File: config.mk
export PLATFORM = sky130hd
export DESIGN_NAME = busready
export DESIGN_NICKNAME = d
export VERILOG_FILES = /design/src/rtl/busready.sv
export SDC_FILE = /design/constraint.sdc
export NUM_CORES = 1
export LEC_CHECK = 0
export ABC_AREA = 0
export ABC_CLOCK_PERIOD_IN_PS = 13200
export CAP_MARGIN = 10
export CORE_MARGIN = 1.5
export CORE_UTILIZATION = 50
export DETAILED_ROUTE_END_ITERATION = 10
export PLACE_DENSITY = 0.85
export REMOVE_ABC_BUFFERS = 1
export SLEW_MARGIN = 20
export SYNTH_ARGS = -nofsm -noshare
export SYNTH_HDL_FRONTEND = slang
export SYNTH_SLANG_ARGS = --single-unit
File: constraint.sdc
create_clock -name clock -period 13.2 [get_ports clock]
set_input_delay 1.32 -clock clock [delete_from_list [all_inputs] [get_ports clock]]
set_output_delay 1.32 -clock clock [all_outputs]
set_load 0.005 [all_outputs]
File: src/rtl/busready.sv
// Y-memory read path: single-entry requests, slot extraction from a 256-bit row,
// one-row cache invalidated by the writer's strobe, valid/ready response channel.
module busready #(
   parameter int RD_LAT = 1,
   parameter int CNT_W  = 16
) (
   input  logic              clock,
   input  logic              reset,
   input  logic              req_valid,
   output logic              req_ready,
   input  logic [10:0]       req_addr,
   input  logic [3:0]        req_oh,
   input  logic              inv_en,
   input  logic [10:0]       inv_addr,
   output logic              mem_RE,
   output logic [10:0]       mem_readAddr,
   input  logic [255:0]      mem_readData,
   output logic              rsp_valid,
   input  logic              rsp_ready,
   output logic [47:0]       rsp_data,
   output logic [10:0]       rsp_addr,
   output logic              rsp_err,
   output logic [CNT_W-1:0]  hit_count
);

   // state | meaning
   // IDLE  | ready for a request; decide error / hit / miss on accept
   // WAIT  | memory read in flight; capture row at terminal count
   // RESP  | response held on rsp_* until rsp_ready
   typedef enum logic [1:0] {IDLE, WAIT, RESP} state_t;

   localparam int LAT_W = $clog2(RD_LAT + 2);

   state_t             r_state, w_next;
   logic [LAT_W-1:0]   r_cnt;
   logic               r_cache_valid;
   logic [10:0]        r_cached_addr;
   logic [191:0]       r_cached_row;
   logic [10:0]        r_lat_addr;
   logic [3:0]         r_lat_oh;
   logic               r_inv_seen;

   logic               w_onehot, w_inv_cache, w_inv_lat, w_hit, w_cap;
   logic [191:0]       w_rd_slots;
   logic               w_unused;

   // Only the four 48-bit entries are ever returned; the padding bits are dropped.
   assign w_rd_slots = {mem_readData[239:192], mem_readData[175:128],
                        mem_readData[111:64],  mem_readData[47:0]};
   assign w_unused   = ^{mem_readData[255:240], mem_readData[191:176],
                         mem_readData[127:112], mem_readData[63:48]};

   function automatic logic [47:0] f_slot(input logic [191:0] slots, input logic [3:0] oh);
      case (oh)
         4'b0001: f_slot = slots[47:0];
         4'b0010: f_slot = slots[95:48];
         4'b0100: f_slot = slots[143:96];
         4'b1000: f_slot = slots[191:144];
         default: f_slot = '0;
      endcase
   endfunction

   assign w_onehot    = (req_oh != 4'd0) && ((req_oh & (req_oh - 4'd1)) == 4'd0);
   assign w_inv_cache = inv_en && (inv_addr == r_cached_addr);
   assign w_inv_lat   = inv_en && (inv_addr == r_lat_addr);
   // A same-edge invalidate beats a hit, so the request falls through to a miss.
   assign w_hit       = r_cache_valid && (req_addr == r_cached_addr) && !w_inv_cache;
   assign w_cap       = (r_state == WAIT) && !mem_RE && (r_cnt == '0);
   assign req_ready   = (r_state == IDLE);

   always_ff @(posedge clock or posedge reset) begin
      if (reset) r_state <= IDLE;
      else       r_state <= w_next;
   end

   always_comb begin
      w_next = r_state;
      case (r_state)
         IDLE: if (req_valid) w_next = (!w_onehot || w_hit) ? RESP : WAIT;
         WAIT: if (w_cap)     w_next = RESP;
         RESP: if (rsp_ready) w_next = IDLE;
         default:             w_next = IDLE;
      endcase
   end

   always_ff @(posedge clock or posedge reset) begin
      if (reset) begin
         mem_RE        <= 1'b0;
         mem_readAddr  <= 11'h7ff;
         rsp_valid     <= 1'b0;
         rsp_data      <= '0;
         rsp_addr      <= '0;
         rsp_err       <= 1'b0;
         hit_count     <= '0;
         r_cnt         <= '0;
         r_cache_valid <= 1'b0;
         r_cached_addr <= '0;
         r_cached_row  <= '0;
         r_lat_addr    <= '0;
         r_lat_oh      <= '0;
         r_inv_seen    <= 1'b0;
      end else begin
         mem_RE       <= 1'b0;
         mem_readAddr <= 11'h7ff;
         if (w_inv_cache) r_cache_valid <= 1'b0;
         case (r_state)
            IDLE: begin
               if (req_valid) begin
                  if (!w_onehot) begin
                     rsp_valid <= 1'b1;
                     rsp_data  <= '0;
                     rsp_err   <= 1'b1;
                     rsp_addr  <= req_addr;
                  end else if (w_hit) begin
                     rsp_valid <= 1'b1;
                     rsp_data  <= f_slot(r_cached_row, req_oh);
                     rsp_err   <= 1'b0;
                     rsp_addr  <= req_addr;
                     if (hit_count != {CNT_W{1'b1}}) hit_count <= hit_count + 1'b1;
                  end else begin
                     mem_RE       <= 1'b1;
                     mem_readAddr <= req_addr;
                     r_lat_addr   <= req_addr;
                     r_lat_oh     <= req_oh;
                     r_cnt        <= LAT_W'(RD_LAT);
                     r_inv_seen   <= 1'b0;
                  end
               end
            end
            WAIT: begin
               if (w_inv_lat) r_inv_seen <= 1'b1;
               // The edge that samples mem_RE does not count toward the latency.
               if (w_cap) begin
                  r_cached_row  <= w_rd_slots;
                  r_cached_addr <= r_lat_addr;
                  r_cache_valid <= !(r_inv_seen || w_inv_lat);
                  rsp_valid     <= 1'b1;
                  rsp_data      <= f_slot(w_rd_slots, r_lat_oh);
                  rsp_err       <= 1'b0;
                  rsp_addr      <= r_lat_addr;
               end else if (!mem_RE) begin
                  r_cnt <= r_cnt - 1'b1;
               end
            end
            RESP: if (rsp_ready) rsp_valid <= 1'b0;
            default: ;
         endcase
      end
   end

endmodule
==> Word level (Yosys, flattened, before mapping) <==
Index checks and enable logic that the tools add are counted.
{ "totals": {"regBits": 313, "latchBits": 0, "ramBits": 0, "romBits": 0, "input_bits": 287, "out_inout_bits": 90, "wordCells": 120, "mem_count": 0} }
{ "op_classes": {"addsub": 3, "n_mul": 0, "div": 0, "order_cmp": 0, "n_eq_ne": 23, "shift": 0, "muxes": 50, "n_bitwise": 2, "reduce_logical": 27} }
{ "ops": {"columns": ["operator", "n"], "rows": [
  ["$pmux W48 S4", 2],
  ["$mux W48", 4],
  ["$pmux W48 S2", 1],
  ["$mux W11", 8],
  ["$eq A11 B11 Y1", 3],
  ["$pmux W11 S2", 1],
  ["$mux W1", 20],
  ["$mux W2", 9],
  ["$add A16 B1 Y16 const B", 1],
  ["$ne A16 B16 Y1 const B", 1],
  ["$reduce_and A5 Y1", 3],
  ["$ne A2 B2 Y1 const B", 7],
  ["$eq A4 B1 Y1 const B", 2],
  ["$eq A4 B2 Y1 const B", 2],
  ["$eq A4 B3 Y1 const B", 2],
  ["$eq A4 B4 Y1 const B", 2],
  ["$reduce_and A4 Y1", 2],
  ["$logic_and A1 B1 Y1", 7],
  ["$pmux W2 S3", 1],
  ["$reduce_and A6 Y1", 1],
  ["$and A4 B4 Y4", 1],
  ["$logic_not A1 Y1", 4],
  ["$logic_not A2 Y1", 2],
  ["$logic_not A4 Y1", 1],
  ["16 further kinds", 18]
]} }

==> Logic depth before layout (Yosys ltp) <==
Gate-level depths: netlist of the first run.
{ "logic_depth": {"word_depth": 9, "ltp_mapped": 9, "ltp_nobuf": 7} }

==> Worst setup path before layout of the first run <==
Ideal clock, no wire load.
{ "synth_timing": {"kind": "input port to flip-flop", "start": "input req_oh[1]", "end": "register r_lat_addr[0]", "t_arrival_ps": 2830, "path_slack_ps": 10243, "path_stages": 7, "path_buffers": 2, "path_cell_list": "nor4b_2 > a211o_1 > nand2_1 > or2_1 > buf_2 > buf_2 > mux2_1"} }
{ "synth_via": {"elab_chain_len": 5} }
{ "synth_lines": {"columns": ["element", "line_no", "source"], "rows": [
  ["start: declaration", "12", "input logic [3:0] req_oh,"],
  ["$sub A4 B1 Y4", "63", "assign w_onehot = (req_oh != 4'd0) && ((req_oh & (req_oh - 4'd1)) == 4'd0);"],
  ["$and A4 B4 Y4", "63", null],
  ["$logic_not A4 Y1", "63", null],
  ["$logic_and A1 B1 Y1 *", "63", null],
  ["$reduce_and A4 Y1 (no source line) *", null, null],
  ["end signal: assignment", "123", "r_lat_addr <= req_addr;"],
  ["end: declaration", "39", "logic [10:0] r_lat_addr;"]
]} }
Mark *: on every way between the ends. The rest lies on a longest branch, timed or not.
A chain may end at the register's enable or synchronous reset.

==> Worst setup path after layout of the first run <==
{ "layout_timing": {"start": "input req_addr[5]", "end": "register rsp_addr[10]"} }
{ "layout_via": {"elab_chain_len": 5} }
{ "layout_lines": {"columns": ["element", "line_no", "source"], "rows": [
  ["start: declaration", "11", "input logic [10:0] req_addr,"],
  ["$eq A11 B11 Y1", "67", "assign w_hit = r_cache_valid && (req_addr == r_cached_addr) && !w_inv_cache;"],
  ["$logic_and A1 B1 Y1 (2 in a row)", "67", null],
  ["$ne A3 B2 Y1 (no source line)", null, null],
  ["$reduce_and A4 Y1 (no source line)", null, null],
  ["end signal: assignment", "113", "rsp_addr <= req_addr;"],
  ["end signal: assignment", "118", "rsp_addr <= req_addr;"],
  ["end signal: assignment", "140", "rsp_addr <= r_lat_addr;"],
  ["end: declaration", "21", "output logic [10:0] rsp_addr,"]
]} }
No other way between the ends.

==> impl_metrics.tcl, run 1 <==
set metrics [dict create \
    setup_viol 0 \
    numCtsBuffers 35 \
    finalNetCount 2088 \
    wl_um 44300 \
    ys_warn_count 0 \
    io_buffers 312 \
    switching_share 0.336 \
    whs_endpoint "r_cached_row[185]" \
    intPower_uw 2480 \
    dr.pass1.iters 5 \
    antenna_found_initial 2 \
    core_area_um2 28800 \
    cts.clk_slew.worst_paths_ns 0.05 \
    dieArea_um2 30400 \
    start_kind "input pin" \
    seq_power_share 0.437 \
    initialDrtViolationCount 1152 \
    crit_path_top_delay_cell "clkdlybuf4s50_1" \
    status "finished, final reports clean" \
    hold_depth 2 \
    final_antenna_net_count 0 \
    worstHoldPathType "flip-flop to flip-flop" \
    vias_per_cell 5.95 \
    peakVddDrop_uv 116 \
    hold_buffers 0 \
    min_period_ns 3.96 \
    max_cap_viol_count 0 \
    p_comb_frac 0.309 \
    fin_skew_ns 0.0182 \
    critPathMaxStageDelay_ns 0.58 \
    grt_pass1_vias 13400 \
    rsz0062_at_grt "no" \
    critPathTopFamily "buffers and inverters" \
    start_util 0.510 \
    min_period_over_period 0.300 \
    crit_type "input pin to flip-flop" \
    cts_resized 0 \
    cts_setup_buffers 0 \
    reg2reg_to "rsp_addr[10]" \
    ys_ff_latch 313 \
    p_leak_uw 0.00871 \
    overflow 0 \
    maxSlewViolCount 0 \
    grt_use_total 0.291 \
    crit_cells 8 \
    fp.dieH_um 174 \
    rows 62 \
    syn_inst 1538 \
    syn_avg_cell_area_um2 9.54 \
    crit-reg2reg-launch "r_state[1]" \
    grt_max_degree 125 \
    crit_path_cell_trace "clkdlybuf4s50_1 -> xnor2_1 -> nand4_1 -> nor4_2 -> buf_4 -> a2bb2oi_4 -> buf_4 -> mux2_1" \
    cp_max_fo 29 \
    final_hold_viol_count 0 \
    synth_cell_types 42 \
    cts-root-buf "clkbuf_16" \
    worst_pin_slew_ns 1.12 \
    crit_buf_inv 3 \
    wl_per_cell_um 20.1 \
    cts_tree "built" \
    arrival_ns 4.34 \
    syn-cell-area_um2 14700 \
    area_growth_pct 31.0 \
    worstRegToRegCells 8 \
    htree_levels 2 \
    tns_ns 0 \
    cp_common_cell "buf_4" \
    slew_headroom 0.256 \
    power_density_nw_per_um2 194 \
    max-clock-path-buffers 3 \
    io_pins 377 \
    grt_pass1_wl_um 70300 \
    p_sw_uw 1250 \
    r2r_slack_ns 9.58 \
    seq_area_frac_synth 0.535 \
    end_kind "flip-flop" \
    p_clk_frac 0.255 \
    clock_sinks 313 \
    die_w_um 174 \
    hp-start "r_cached_row[185]" \
    route.vias.total 13100 \
    drc 0 \
    worstSkewPairLatency_ns 0.52 \
    dp_hpwl_um 27200 \
    clock.fmax_ghz 0.253 \
    crit_required_ns 13.58 \
    drive_gt1_frac 0.0648 \
    gp_congestion 0.881 \
    fin_util 0.668 \
]
==> tightest hold or removal path, cell delays in order, from the launching register on <==
cell and delay, ns:
dfrtp_1 0.34, nand2_1 0.05, nand2_1 0.05
==> registers in the layout (all words and copies together), names as in the netlist <==
name,cells
hit_count,16
r_cnt,2
rsp_data,48
r_inv_seen,1
mem_RE,1
r_state,2
r_lat_addr,11
mem_readAddr,11
r_lat_oh,4
rsp_err,1
rsp_addr,11
r_cache_valid,1
r_cached_addr,11
r_cached_row,192
rsp_valid,1
==> Yosys cell counts <==
| cell type | count | area [um2] |
|---|---|---|
| nand2_1 | 654 | 2450 |
| dfrtp_1 | 302 | 7560 |
| a221oi_1 | 96 | 841 |
| a22o_1 | 96 | 841 |
| clkbuf_1 | 90 | 338 |
| mux2_1 | 61 | 687 |
| o22ai_1 | 49 | 307 |
| xnor2_1 | 49 | 429 |
| mux2_2 | 14 | 158 |
| buf_2 | 13 | 65.1 |
| nand3_1 | 13 | 65.1 |
| nand4_1 | 13 | 81.3 |
| or3_1 | 12 | 75.1 |
| dfstp_2 | 11 | 289 |
| nor2_1 | 7 | 26.3 |
| buf_4 | 6 | 45.0 |
| and3_1 | 5 | 31.3 |
| nor4b_2 | 5 | 75.1 |
| inv_1 | 4 | 15.0 |
| and4_1 | 3 | 26.3 |
| buf_1 | 3 | 11.3 |
| nor3_1 | 3 | 15.0 |
| nor3b_1 | 3 | 22.5 |
| nor4b_1 | 3 | 26.3 |
| and2_1 | 2 | 12.5 |
| ha_1 | 2 | 25.0 |
| nor2b_1 | 2 | 12.5 |
| o21ai_1 | 2 | 10.0 |
| or2_1 | 2 | 12.5 |
| a211o_1 | 1 | 8.76 |
| a21o_1 | 1 | 7.51 |
| a2bb2oi_4 | 1 | 26.3 |
| and2_0 | 1 | 6.26 |
| inv_2 | 1 | 3.75 |
| nand2b_1 | 1 | 6.26 |
| nand3b_1 | 1 | 7.51 |
| nor4_1 | 1 | 6.26 |
| o21a_1 | 1 | 7.51 |
| o2bb2ai_1 | 1 | 8.76 |
| o31ai_1 | 1 | 7.51 |
| o41ai_1 | 1 | 8.76 |
| xor2_1 | 1 | 8.76 |
==> cells by family (layout without fill, tap and decap cells) <==
logic type / after synthesis / after routing / share of synthesized area
AOI/OAI and AO/OA: 250 / 250 / 0.141
xor gates and xnor gates: 50 / 50 / 0.0299
adders and majority gates: 2 / 2 / 0.00171
buffers and inverters: 117 / 401 / 0.0326
DFF: 313 / 313 / 0.535
muxes: 75 / 75 / 0.0576
other: 0 / 1 / 0
and+or+nand+nor: 731 / 731 / 0.202
==> routing by layer <==
metal	part of all wire	GRT usage	up-vias
met5	0.00036	0	-
met4	0.043	0.142	2
li1	-	-	5863
met1	0.38	0.368	6377
met2	0.48	0.474	736
met3	0.10	0.0632	150
==> worst max-delay path by stage <==
| stage | endpoint | from |
|---|---|---|
| after floorplan | r_cache_valid | r_state[1] |
| after global placement | rsp_data[40] | req_addr[6] |
| after detailed placement | rsp_data[40] | req_addr[6] |
| after CTS | rsp_data[40] | req_addr[6] |
| after global routing | rsp_addr[10] | req_addr[5] |
| final | rsp_addr[10] | req_addr[5] |
==> cell usage in the layout, fill, tap and decap left out, drive strengths merged, types with 8 or more instances in the layout <==
cell,n
nand2,654
clkdlybuf4s50,312
dfrtp,302
a22o,96
a221oi,96
mux2,75
xnor2,49
o22ai,49
clkbuf,49
buf,24
nand4,13
nand3,13
or3,12
dfstp,11
nor4b,8
inv,8
==> power groups by stage <==
stage          logic [uW]  registers (uW)  clock network (uW)
2_1_floorplan         744            1570                   0
3_3_place_gp         1090            1600                   0
3_5_place_dp         1140            1630                   0
4_1_cts              1150            1620                 965
6_report             1150            1630                 951
5_1_grt              1280            1670                1010
==> stage by stage <==
step	area [um2]	instances	hold WS (ns)	total power [uW]	worst slack [ns]
after global placement	18100	2146	0.457	2690	8.81
after global routing	19200	2207	0.491	3960	9.16
final	19200	2207	0.475	3730	9.24
after CTS	19200	2206	0.478	3740	9.27
after detailed placement	18100	2146	0.463	2770	8.76
after floorplan	14200	1426	0.446	2310	1.03
==> layout make-up <==
type,count,area [um2]
Fill cell,2125,9570
Sequential cell,313,7850
Multi-Input combinational cell,1108,6430
Timing Repair Buffer,336,3310
Clock buffer,49,998
Tap cell,384,480
Clock inverter,11,119
Inverter,5,26.3
Antenna cell,1,2.50
Note: power is estimated with default switching activity, not from simulation.
==> inputs of run 2 (changes only) <==
Settings changed: ABC_CLOCK_PERIOD_IN_PS 13200 to 3800.
Clock period 13.2 ns to 3.8 ns, I/O delays scaled along.
==> run 2 against run 1 <==
  * Hold slack got worse by 0.077 ns
  * Clock power increased to 3.5 times the previous value
  * Register-to-register slack got worse by 8.4 ns
  * Wire length decreased by 0.39%
  * Sequential share of layout area decreased by 0.32 points
  * Largest cell class unchanged
  * Highest routed layer unchanged
==> impl_metrics.tcl, run 2 (synthesized netlist as in run 1, its figures left out) <==
set metrics [dict create \
    status "finished, final reports clean" \
    drive_gt1_frac 0.0671 \
    crit_path_top_delay_cell "clkdlybuf4s50_1" \
    crit_buf_inv 1 \
    slew_headroom 0.327 \
    core_area_um2 28800 \
    final_common_cell "nand2_1" \
    route.vias.total 13100 \
    io_pins 377 \
    reg2reg_to "r_lat_oh[2]" \
    crit_cells 7 \
    cts.clk_slew.worst_paths_ns 0.05 \
    finalNetCount 2095 \
    grt_pass1_vias 13300 \
    end_kind "flip-flop" \
    io_buffers 312 \
    hold_buffers 0 \
    reg.largest.list "r_cached_row x192, rsp_data x48, hit_count x16" \
    worstSkewPairLatency_ns 0.51 \
    crit_required_ns 4.18 \
    arrival_ns 3.09 \
    worstRegToRegCells 8 \
    largest_register_ff_count 192 \
    clock_sinks 313 \
    crit_type "input pin to flip-flop" \
    p_leak_uw 0.00877 \
    antenna_found_initial 3 \
    seq_area_um2 7850 \
    clock.fmax_ghz 0.369 \
    worst_pin_slew_ns 1.01 \
    rows 62 \
    critPathLaunch "req_oh[0]" \
    overflow 0 \
    vias_per_cell 5.90 \
    cts-root-buf "clkbuf_16" \
    start_util 0.510 \
    holdWs_ns 0.398 \
    critPathMaxStageDelay_ns 0.66 \
    peakVddDrop_uv 499 \
    min_period_over_period 0.713 \
    min_period_ns 2.71 \
    crit-reg2reg-launch "r_cached_addr[10]" \
    initialDrtViolationCount 1341 \
    die_w_um 174 \
    rsz0062_at_grt "no" \
    start_kind "input pin" \
    setup_viol 0 \
    max_cap_viol_count 0 \
    worstHoldPathType "input pin to async pin" \
    cts_resized 0 \
    grt_max_degree 205 \
    cp_max_fo 13 \
    dp_hpwl_um 26900 \
    final_hold_viol_count 0 \
    numCtsBuffers 36 \
    grt_use_total 0.289 \
    maxSlewViolCount 0 \
    drc 0 \
    crit_path_cell_trace "clkdlybuf4s50_1 -> nor4b_4 -> a211o_1 -> nand2_1 -> nor2_1 -> nand2_1 -> mux2_1" \
    htree_levels 2 \
    critPathTopFamily "simple AND/OR/NAND/NOR gates" \
    nFillCells 2135 \
    dr.pass1.iters 5 \
    final_antenna_net_count 0 \
    power_density_nw_per_um2 672 \
    regMostFlops "r_cached_row" \
    cts_setup_buffers 0 \
    cp_common_cell "nand2_1" \
    wl_per_cell_um 19.9 \
    fin_util 0.673 \
    crit_end "hit_count[1]" \
    max-clock-path-buffers 3 \
    area_growth_pct 32.0 \
    cts_tree "built" \
    r2r_slack_ns 1.21 \
    wl_um 44200 \
    multi_input_area_um2 6430 \
    grt_pass1_wl_um 70200 \
    fin_skew_ns 0.0168 \
    fp.dieH_um 174 \
    gp_congestion 0.884 \
    dieArea_um2 30400 \
    layout_common_cells "nand2_1 (652), clkdlybuf4s50_1 (312), dfrtp_1 (302)" \
]
run 2: report_power, final:
group | internal, uW | leakage [uW] | switching (uW)
combinational | 1920 | 0.00439 | 2120
clock | 1970 | 0.000558 | 1360
sequential | 4750 | 0.00382 | 900
run 2: cell type report:
type,instances,area share
Antenna cell,1,0.000129
Clock buffer,54,0.0537
Clock inverter,10,0.00459
Inverter,5,0.00136
Multi-Input combinational cell,1108,0.332
Sequential cell,313,0.405
Tap cell,384,0.0248
Timing Repair Buffer,342,0.178
run 2: worst min path at each step:
stage                            from           endpoint  slack, ns  cells past startpoint
floorplan            r_cached_row[34]   r_cached_row[34]       0.45                      2
global placement     r_cached_row[39]   r_cached_row[39]       0.46                      2
detailed placement   r_cached_row[91]   r_cached_row[91]       0.46                      2
CTS                 mem_readData[201]  r_cached_row[153]       0.42                      3
global route        mem_readData[150]  r_cached_row[118]       0.43                      3
finish                          reset   r_cached_row[45]       0.40                      2
run 2: worst register-to-register path, delay by kind of cell (launching register included):
| kind | cells | cell delay (ns) |
|---|---|---|
| XOR/XNOR | 1 | 0.31 |
| buffers and inverters | 2 | 0.45 |
| multiplexers | 1 | 0.34 |
| AND/OR/NAND/NOR | 4 | 0.94 |
| flip-flops | 1 | 0.41 |
run 2: metal layers:
| metal | vias to the layer above | global-route usage | wire (um) |
|---|---|---|---|
| met3 | 119 | 0.0647 | 4460 |
| met5 | - | 0 | 26 |
| li1 | 5867 | - | - |
| met2 | 757 | 0.472 | 21100 |
| met1 | 6335 | 0.375 | 17200 |
| met4 | 4 | 0.115 | 1470 |
run 2: stage by stage:
step / setup slack [ns] / setup TNS (ns) / power (uW) / cells / area (um2)
2_1_floorplan: -8.37 / -3504.07 / 8040 / 1426 / 14200
3_3_place_gp: 0.683 / 0 / 9400 / 2152 / 18200
3_5_place_dp: 0.609 / 0 / 9660 / 2152 / 18200
4_1_cts: 1.10 / 0 / 13000 / 2216 / 19400
5_1_grt: 0.958 / 0 / 13800 / 2217 / 19400
6_report: 1.09 / 0 / 13000 / 2217 / 19400
